===== src/rtl/dot_pkg.sv =====
// Shared types and constants for the cascaded dot-product driver and its datapath wrapper.
package dot_pkg;

    localparam int DOT_WIDTH = 8;
    localparam int DOT_LAT   = 4;

    typedef enum logic {
        FLUSH = 1'b0,
        RUN   = 1'b1
    } dot_state_e;

    typedef struct packed {
        logic [DOT_WIDTH-1:0] bias;
        logic [DOT_WIDTH-1:0] a;
        logic [DOT_WIDTH-1:0] b;
        logic [DOT_WIDTH-1:0] c;
        logic [DOT_WIDTH-1:0] d;
    } dot_ops_t;

endpackage


===== src/rtl/dot_result_fifo.sv =====
// Circular result FIFO with occupancy output; head entry is presented directly (no bypass).
module dot_result_fifo #(
    parameter  int WIDTH = 8,
    parameter  int DEPTH = 4,
    localparam int PW    = (DEPTH > 1) ? $clog2(DEPTH) : 1,
    localparam int OW    = $clog2(DEPTH + 1)
) (
    input  logic             clock,
    input  logic             reset_n,
    input  logic             push,
    input  logic [WIDTH-1:0] push_data,
    input  logic             pop,
    output logic             valid,
    output logic [WIDTH-1:0] data,
    output logic [OW-1:0]    occ
);

    logic [DEPTH-1:0][WIDTH-1:0] mem_q, mem_d;
    logic [PW-1:0]               wr_ptr_q, wr_ptr_d, rd_ptr_q, rd_ptr_d;
    logic [OW-1:0]               occ_q, occ_d;
    logic                        do_pop;

    function automatic logic [PW-1:0] ptr_next(input logic [PW-1:0] p);
        return (p == PW'(DEPTH - 1)) ? '0 : p + PW'(1);
    endfunction

    always_comb begin
        mem_d    = mem_q;
        wr_ptr_d = wr_ptr_q;
        rd_ptr_d = rd_ptr_q;
        do_pop   = pop && (occ_q != '0);
        if (push) begin
            mem_d[wr_ptr_q] = push_data;
            wr_ptr_d        = ptr_next(wr_ptr_q);
        end
        if (do_pop) begin
            rd_ptr_d = ptr_next(rd_ptr_q);
        end
        occ_d = occ_q + OW'(push) - OW'(do_pop);
    end

    always_ff @(posedge clock or negedge reset_n) begin
        if (!reset_n) begin
            mem_q    <= '0;
            wr_ptr_q <= '0;
            rd_ptr_q <= '0;
            occ_q    <= '0;
        end else begin
            mem_q    <= mem_d;
            wr_ptr_q <= wr_ptr_d;
            rd_ptr_q <= rd_ptr_d;
            occ_q    <= occ_d;
        end
    end

    assign valid = (occ_q != '0);
    assign data  = mem_q[rd_ptr_q];
    assign occ   = occ_q;

    // Upstream credits must make a push into a full FIFO impossible.
    a_no_overflow: assert property (@(posedge clock) disable iff (!reset_n)
        !(push && (occ_q == OW'(DEPTH))));

endmodule


===== src/rtl/dot_driver.sv =====
// Issues operand sets into the fixed-latency dot-product datapath and collects results
// into a credit-protected FIFO; sequences the datapath's synchronous reset after reset_n.
module dot_driver
    import dot_pkg::*;
#(
    parameter int WIDTH = DOT_WIDTH,
    parameter int LAT   = DOT_LAT,
    parameter int DEPTH = 4
) (
    input  logic             clock,
    input  logic             reset_n,
    input  logic             in_valid,
    output logic             in_ready,
    input  logic [WIDTH-1:0] in_bias,
    input  logic [WIDTH-1:0] in_a,
    input  logic [WIDTH-1:0] in_b,
    input  logic [WIDTH-1:0] in_c,
    input  logic [WIDTH-1:0] in_d,
    output logic             dot_reset,
    output logic             dot_en,
    output logic [WIDTH-1:0] dot_bias,
    output logic [WIDTH-1:0] dot_a,
    output logic [WIDTH-1:0] dot_b,
    output logic [WIDTH-1:0] dot_c,
    output logic [WIDTH-1:0] dot_d,
    input  logic [WIDTH-1:0] dot_y,
    output logic             out_valid,
    input  logic             out_ready,
    output logic [WIDTH-1:0] out_y
);

    localparam int CW = (LAT > 1) ? $clog2(LAT) : 1;
    localparam int OW = $clog2(DEPTH + 1);
    localparam int IW = $clog2(LAT + 1);

    if (DEPTH < LAT) begin : g_depth_check
        $error("dot_driver: DEPTH (%0d) must be >= LAT (%0d)", DEPTH, LAT);
    end

    dot_state_e     state_q, state_d;
    logic [CW-1:0]  flush_cnt_q, flush_cnt_d;
    logic           dot_reset_q, dot_reset_d;
    logic [LAT-1:0] tag_q, tag_d;
    logic [IW-1:0]  infl;
    logic [OW-1:0]  occ;
    logic           accept;
    int             credits_used;

    // Hold the datapath in reset for LAT enabled edges so stale stages are purged.
    always_comb begin
        state_d     = state_q;
        flush_cnt_d = flush_cnt_q;
        dot_reset_d = dot_reset_q;
        if (state_q == FLUSH) begin
            if (flush_cnt_q == CW'(LAT - 1)) begin
                state_d     = RUN;
                dot_reset_d = 1'b0;
            end else begin
                flush_cnt_d = flush_cnt_q + CW'(1);
            end
        end
    end

    always_comb begin
        infl = '0;
        for (int i = 0; i < LAT; i++) begin
            infl = infl + IW'(tag_q[i]);
        end
    end

    // Every in-flight tag reserves a FIFO slot, so the pipeline never has to stall.
    always_comb begin
        credits_used = int'(occ) + int'(infl);
        in_ready     = (state_q == RUN) && (credits_used < DEPTH);
        accept       = in_valid && in_ready;
        tag_d        = LAT'({tag_q, accept});
    end

    always_ff @(posedge clock or negedge reset_n) begin
        if (!reset_n) begin
            state_q     <= FLUSH;
            flush_cnt_q <= '0;
            dot_reset_q <= 1'b1;
            tag_q       <= '0;
        end else begin
            state_q     <= state_d;
            flush_cnt_q <= flush_cnt_d;
            dot_reset_q <= dot_reset_d;
            tag_q       <= tag_d;
        end
    end

    assign dot_reset = dot_reset_q;
    assign dot_en    = 1'b1;
    assign dot_bias  = accept ? in_bias : '0;
    assign dot_a     = accept ? in_a    : '0;
    assign dot_b     = accept ? in_b    : '0;
    assign dot_c     = accept ? in_c    : '0;
    assign dot_d     = accept ? in_d    : '0;

    dot_result_fifo #(
        .WIDTH (WIDTH),
        .DEPTH (DEPTH)
    ) u_fifo (
        .clock     (clock),
        .reset_n   (reset_n),
        .push      (tag_q[LAT-1]),
        .push_data (dot_y),
        .pop       (out_ready),
        .valid     (out_valid),
        .data      (out_y),
        .occ       (occ)
    );

endmodule


===== config.mk =====
export PLATFORM = sky130hd
export DESIGN_NAME = dot_driver
export DESIGN_NICKNAME = d
export VERILOG_FILES = /design/src/rtl/dot_pkg.sv /design/src/rtl/dot_result_fifo.sv /design/src/rtl/dot_driver.sv
export SDC_FILE = /design/constraint.sdc
export NUM_CORES = 1
export LEC_CHECK = 0
export ABC_AREA = 1
export CORE_MARGIN = 4
export CORE_UTILIZATION = 46
export CTS_CLUSTER_DIAMETER = 40
export DETAILED_ROUTE_END_ITERATION = 10
export PLACE_DENSITY = 0.93
export SETUP_SLACK_MARGIN = 0.5
export SYNTH_ARGS = -nofsm -noshare
export SYNTH_HDL_FRONTEND = slang
export SYNTH_SLANG_ARGS = --single-unit

===== constraint.sdc =====
create_clock -name clock -period 4.6 [get_ports clock]
set_input_delay 0.69 -clock clock [delete_from_list [all_inputs] [get_ports clock]]
set_output_delay 0.69 -clock clock [all_outputs]
set_load 0.005 [all_outputs]

==> summary.md, run 1 <==
| Metric | Value |
|---|---|
| Syn Inst Count | `330` |
| Antenna diodes | `0` |
| Hold Violations, Final | `0` |
| Initial antenna violation count | `0` |
| Fmax | `approximately 280 MHz` |
| Reg clk slew, reported paths | `about 0.08 ns` |
| Vias in the first global route | `2374` |
| Period utilization | `~77%` |
| Global-route wire length before repair | `10900 µm` |
| Top_reg_cell synth | `dfrtp_1` |
| Num CTS Buffers | `5` |
| Register area share after synthesis | `between 40 and 50%` |
| GP Congestion | `between 0.7 and 0.8` |
| #FFs+latches synth | `47` |
| Asr flop ratio synth | `100%` |
| Worst IR Drop VDD | `about 0.00028 V` |
| Max capacitance violation total | `0` |
| CTS resizes | `0` |
| Clk Latency, worst-skew pair | `roughly 0.30 ns` |
| Netlist cell types | `21` |
| Ys Warns | `0` |
| Ratio of cells with drive above 1 in the final layout | `around 2.6%` |
| DRT Pass-1 Iters | `4` |
| Most used standard cell by instance count after synthesis | `inv_1` |
| Post-Route WL | `around 6800 µm` |
| Setup CP Type | `flip-flop to primary output` |
| WL/cell | `around 14 µm` |
| Largest net degree at the start of global routing | `between 40 and 50` |
| Netlist Area Pre-Place | `approximately 0.0025 mm²` |
| CTS tree | `built` |
| Placed instance count | `488` |
| Number of nets in the layout | `roughly 490` |
| # port buffers | `between 100 and 150` |
| Hold crit path type | `flip-flop to flip-flop` |
| Post-synth EDFFs | `0` |
| PwrDens | `572 mW/mm²` |
| Status | `finished, final reports clean` |
| FILL cells | `approximately 380` |
| Yosys top cell area share | `between 40% and 50%` |
| Worst Path Max Fanout | `just over 40` |
| Slew @ Worst Pin | `1.02 ns` |
| Setup_tns | `0 ns` |
| Ranking of synthesized cells by area | `dfrtp_1 46%, inv_1 11%, nand2_1 10%` |
| Vias/cell | `about 4.8` |
| Die X-Extent | `about 82 µm` |
| Hold Path Stages | `0` |
| Crit path required time | `3.91 ns` |
| CTS Buffer Depth | `2` |
| Worst rel slew slack | `32.0%` |
| DRC | `0` |
| Post-CTS setup buffer count | `0` |
| Via count | `2364` |
| RSZ-0062 raised after global routing | `false` |
| Max Slew Vio Count | `0` |
| Setup-failing EPs final | `0` |
| Core area | `between 0.005 and 0.006 mm²` |
| Initial DRC Count | `roughly 250` |
| Hold-fix buffers, CTS | `0` |
| Worst Path Arrival | `2.86 ns` |
| Cell taking the most area after synthesis | `dfrtp_1` |
| DRT antenna net count | `0` |
| GRT overflow | `0` |
| Synthesized area per cell | `between 7 and 8 µm²` |
| Lkg Pwr | `approximately 1.9 nW` |
| Root Buffer Master | `clkbuf_8` |
| Area delta synth->final | `43.4%` |
| Die H | `approximately 82 µm` |
| Commonest cells post-synth | `76 x inv_1, 68 x nand2_1, 46 x dfrtp_1, 43 x nor2_1, 42 x o21ai_0` |
| Clock skew | `between 0.004 and 0.005 ns` |
| Post-DP HPWL | `slightly above 5000 µm` |
| Row cnt | `26` |
| Syn Nets | `394` |
| Initial Utilization | `48.4%` |
| Final instance area | `~0.0036 mm²` |
| Startpoint types | `flip-flop` |
| Post-route insts no fill | `roughly 500` |
| Placed Area | `about 0.0035 mm²` |
| Gr usage total | `21.1%` |
| Worst Setup End Kind | `primary output` |
| IO Count | `104` |
| Worst Reg-to-Reg Cells | `12` |
| Sink Count | `47` |
| Htree depth | `2` |
| Post-route minimum period | `around 3.5 ns` |
| Die footprint | `a little under 0.007 mm²` |
where the power goes:
| part | total, mW | internal [mW] | switching [mW] | leakage, nW |
|---|---|---|---|---|
| logic | 1.05 | 0.554 | 0.494 | 1.25 |
| registers | 0.778 | 0.599 | 0.179 | 0.562 |
| clock network | 0.240 | 0.106 | 0.133 | 0.0412 |
| total | 2.07 | 1.26 | 0.806 | 1.85 |
flip-flops by register name (all words and copies together), names as in the netlist:
register	flops
u_fifo.rd_ptr_q	2
tag_q	4
dot_reset	1
flush_cnt_q	2
u_fifo.wr_ptr_q	2
u_fifo.mem_q	32
state_q	1
u_fifo.occ	3
metal layers:
metal  routed length (µm)  vias up  track usage [%]
met1                 2490     1099             25.5
met2                 3740       81             36.7
li1                     -     1169                -
met4                  145        0             7.81
met3                  402       15             4.61
met5                    0        -                0
placed cells by master (no fill, tap or decap), drive strengths merged:
| cell type | synthesis | layout |
|---|---|---|
| xor2 | 1 | 1 |
| and2 | 1 | 1 |
| inv | 77 | 77 |
| o21ai | 42 | 42 |
| nand3 | 4 | 4 |
| a21boi | 1 | 1 |
| o211ai | 8 | 8 |
| nand2 | 68 | 68 |
| xnor2 | 1 | 1 |
| clkbuf | 1 | 6 |
| dfstp | 1 | 1 |
| ha | 10 | 10 |
| buf | 14 | 2 |
| a21oi | 9 | 9 |
| clkinv | 0 | 1 |
| conb | 1 | 1 |
| clkinvlp | 0 | 1 |
| clkdlybuf4s50 | 0 | 101 |
| nor2 | 43 | 43 |
| dfrtp | 46 | 46 |
| fa | 2 | 2 |
path summary, 6_finish.rpt:
path / endpoint / slack (ns) / startpoint
worst max-delay path: dot_b[3] / 1.05 / tag_q[3]
worst min-delay path: tag_q[3] / 0.39 / tag_q[2]
worst max register to register: u_fifo.occ[2] / 2.39 / u_fifo.occ[1]
worst min register to register: tag_q[3] / 0.39 / tag_q[2]
max in group asynchronous: u_fifo.mem_q[28] / 3.41 / reset_n
min in group asynchronous: u_fifo.mem_q[3] / 0.56 / reset_n
cell families (layout without fill, tap and decap cells):
group	after synthesis	after routing	share of synthesized area, %
buffers and inverters	92	188	15.5
AND/OR/NAND/NOR	116	116	17.6
AO/OA/AOI/OAI	60	60	12.8
other	1	1	0.149
adder cells (fa/ha/maj)	12	12	6.55
XOR/XNOR	2	2	0.695
flip-flops	47	47	46.7
final cells by class:
| cell class | instances | area [µm²] | area share (%) |
|---|---|---|---|
| clock buffer | 6 | 72.6 | 2.01 |
| clock inverter | 2 | 12.5 | 0.346 |
| sequential | 47 | 1180 | 32.6 |
| tap | 70 | 87.6 | 2.42 |
| inverter | 77 | 289 | 8.00 |
| multi-input combinational | 191 | 952 | 26.3 |
| timing repair buffer | 103 | 1020 | 28.3 |
critical path, cell delays in order, from the launching register on:
cell and delay, ns:
dfrtp_1 0.52, fa_1 0.47, ha_1 0.29, nand2_1 0.08, nand2_1 0.07, nand2_1 0.08
nand3_1 0.07, buf_4 0.26, nor2_1 0.16, clkdlybuf4s50_1 0.54
stage by stage:
stage / util (%) / total power, mW / hold slack (ns) / worst slack (ns)
6_report: 69.4 / 2.07 / 0.390 / 1.05
3_5_place_dp: 67.8 / 1.84 / 0.362 / 1.39
5_1_grt: 69.4 / 2.26 / 0.392 / 0.881
2_1_floorplan: - / 1.29 / 0.354 / 2.19
4_1_cts: 69.4 / 2.09 / 0.380 / 1.04
3_3_place_gp: 67.8 / 1.75 / 0.364 / 1.56
(Power assumes the default switching activity.)
==> run 2: changes to the inputs <==
- CORE_UTILIZATION: 46 -> 43
- PLACE_DENSITY: 0.93 -> 0.88
- clock period: 4.6 -> 3.4 ns (I/O delays scaled with it)
==> summary.md, run 2 (synthesized netlist as in run 1, its figures left out) <==
| Metric | Value |
|---|---|
| Initial Utilization | `44.9% (-3.5 points)` |
| Die X-Extent | `84.6 µm (+3.1%)` |
| Setup CP Type | `flip-flop to primary output` |
| Post-route insts no fill | `503 (+1.4%)` |
| Max Slew Vio Count | `0 (unchanged)` |
| Commonest non-fill, non-tap cells in the layout | `76 x inv_1, 68 x clkdlybuf4s50_1, 67 x nand2_1, 45 x dfrtp_1` |
| Clock skew | `0.00583 ns (+0.00109 ns)` |
| Vias/cell | `4.67 (-2.1%)` |
| Root Buffer Master | `clkbuf_8` |
| Initial antenna violation count | `0 (unchanged)` |
| Fmax | `approximately 320 MHz` |
| Post-Route WL | `7020 µm (+3.6%)` |
| Worst Setup End Kind | `primary output` |
| Die H | `84.6 µm (+3.1%)` |
| Slew @ Worst Pin | `1.00 ns (-0.0177 ns)` |
| Htree depth | `2 (unchanged)` |
| Lkg Pwr | `2.38 nW (+28%)` |
| Period utilization | `about nine tenths` |
| Startpoint types | `flip-flop` |
| CTS tree | `built` |
| Reg clk slew, reported paths | `0.08 ns (about the same)` |
| Sink Count | `47 (unchanged)` |
| DRC | `0 (unchanged)` |
| Global-route wire length before repair | `10900 µm (-0.26%)` |
| Antenna diodes | `0 (unchanged)` |
| Worst rel slew slack | `33.2% (+1.2 points)` |
| CTS Buffer Depth | `2 (unchanged)` |
| Max reg flops | `32 (unchanged)` |
| Worst Path Max Fanout | `9 (-78%)` |
| WL/cell | `14.0 µm (+2.1%)` |
| Row cnt | `27 (+3.8%)` |
| Hold Violations, Final | `0 (unchanged)` |
| PwrDens | `756 mW/mm² (+32%)` |
| Post-DP HPWL | `4980 µm (-4.1%)` |
| Gr usage total | `18.9% (-2.2 points)` |
| Biggest register | `u_fifo.mem_q` |
| Ratio of cells with drive above 1 in the final layout | `5.80% (+3.2 points)` |
| GRT overflow | `0 (unchanged)` |
| Status | `finished, final reports clean` |
| Largest net degree at the start of global routing | `48 (unchanged)` |
| Die footprint | `0.00715 mm² (+6.3%)` |
| Leading cell type in the layout, fill and taps excluded | `inv_1` |
| Worst Path Arrival | `2.59 ns (-0.27 ns)` |
| GP Congestion | `0.820 (+5.3%)` |
| Setup-failing EPs final | `0 (unchanged)` |
| Setup_tns | `0 ns (unchanged)` |
| Initial DRC Count | `173 (-32%)` |
| Post-route minimum period | `about 3.1 ns` |
| Num CTS Buffers | `5 (unchanged)` |
| Hold crit path type | `input pin to async pin` |
| DRT antenna net count | `0 (unchanged)` |
| DRT Pass-1 Iters | `4 (unchanged)` |
| Area delta synth->final | `49.2%` |
| # port buffers | `102 (unchanged)` |
| Crit path required time | `2.89 ns (-1.02 ns)` |
| Worst IR Drop VDD | `0.000423 V (+49%)` |
| IO Count | `104 (unchanged)` |
| Core area | `0.00561 mm² (+7.7%)` |
| Number of nets in the layout | `494 (+1.0%)` |
| Clk Latency, worst-skew pair | `0.30 ns (about the same)` |
| RSZ-0062 raised after global routing | `true` |
| Max capacitance violation total | `0 (unchanged)` |
| Vias in the first global route | `2317 (-2.4%)` |
| Via count | `2348 (-0.68%)` |
| Placed instance count | `491 (+0.61%)` |
run 2: worst paths after layout:
check                              start               to  slack [ns]  cells after the start
hold / removal                   reset_n  u_fifo.mem_q[4]        0.37                      1
min in group clock              tag_q[2]         tag_q[3]        0.40                      0
max in group asynchronous        reset_n         tag_q[3]        2.35                      1
hold reg to reg                 tag_q[2]         tag_q[3]        0.40                      0
setup / recovery                tag_q[0]         dot_d[4]        0.30                      9
setup reg to reg           u_fifo.occ[1]    u_fifo.occ[2]        1.11                     12
run 2: report_power, final:
group | leakage (nW) | switching, mW | internal, mW | total [mW]
registers | 0.561 | 0.171 | 0.813 | 0.984
clock network | 0.0477 | 0.183 | 0.141 | 0.324
logic | 1.77 | 0.750 | 0.785 | 1.53
total | 2.38 | 1.10 | 1.74 | 2.84
run 2: timing repair:
item	4_1_cts	5_1_grt
gates resized for setup	5	41
buffers inserted	1	1
hold buffers	0	0
endpoints found under the setup margin	40	41
gates cloned	0	2
run 2: layout make-up:
cell class	count	area [µm²]
timing repair buffer	108	1150
tap	72	90.1
fill	436	1850
multi-input combinational	191	970
clock buffer	5	68.8
sequential	47	1180
clock inverter	3	15.0
inverter	77	289
run 2: worst max-delay path, stage by stage, from the launching register on:
cell and delay, ns:
dfrtp_1 0.41, fa_1 0.54, ha_1 0.22, nand2_1 0.06, nand2_1 0.05, nand2_2 0.08, nand3_4 0.11, clkbuf_16 0.19
nor2_1 0.10, clkdlybuf4s50_1 0.52
run 2: per-stage QoR:
stage          util (%)  hold WS (ns)  cell area [µm²]  power (mW)  worst slack, ns
5_1_grt            67.0         0.409             3760        3.12            0.146
2_1_floorplan         -         0.214             2520        1.75             1.17
6_report           67.0         0.373             3760        2.84            0.303
3_3_place_gp       63.3         0.370             3550        2.40            0.555
3_5_place_dp       63.3         0.371             3550        2.48            0.513
4_1_cts            64.9         0.390             3640        2.81            0.259
run 2: per-layer routing:
layer / track usage (%) / part of all wire [%] / vias up
met1: 22.6 / 39 / 1090
li1: - / - / 1182
met5: 0 / 0 / -
met3: 4.61 / 4.8 / 10
met2: 34.2 / 55 / 66
met4: 4.32 / 1.3 / 0
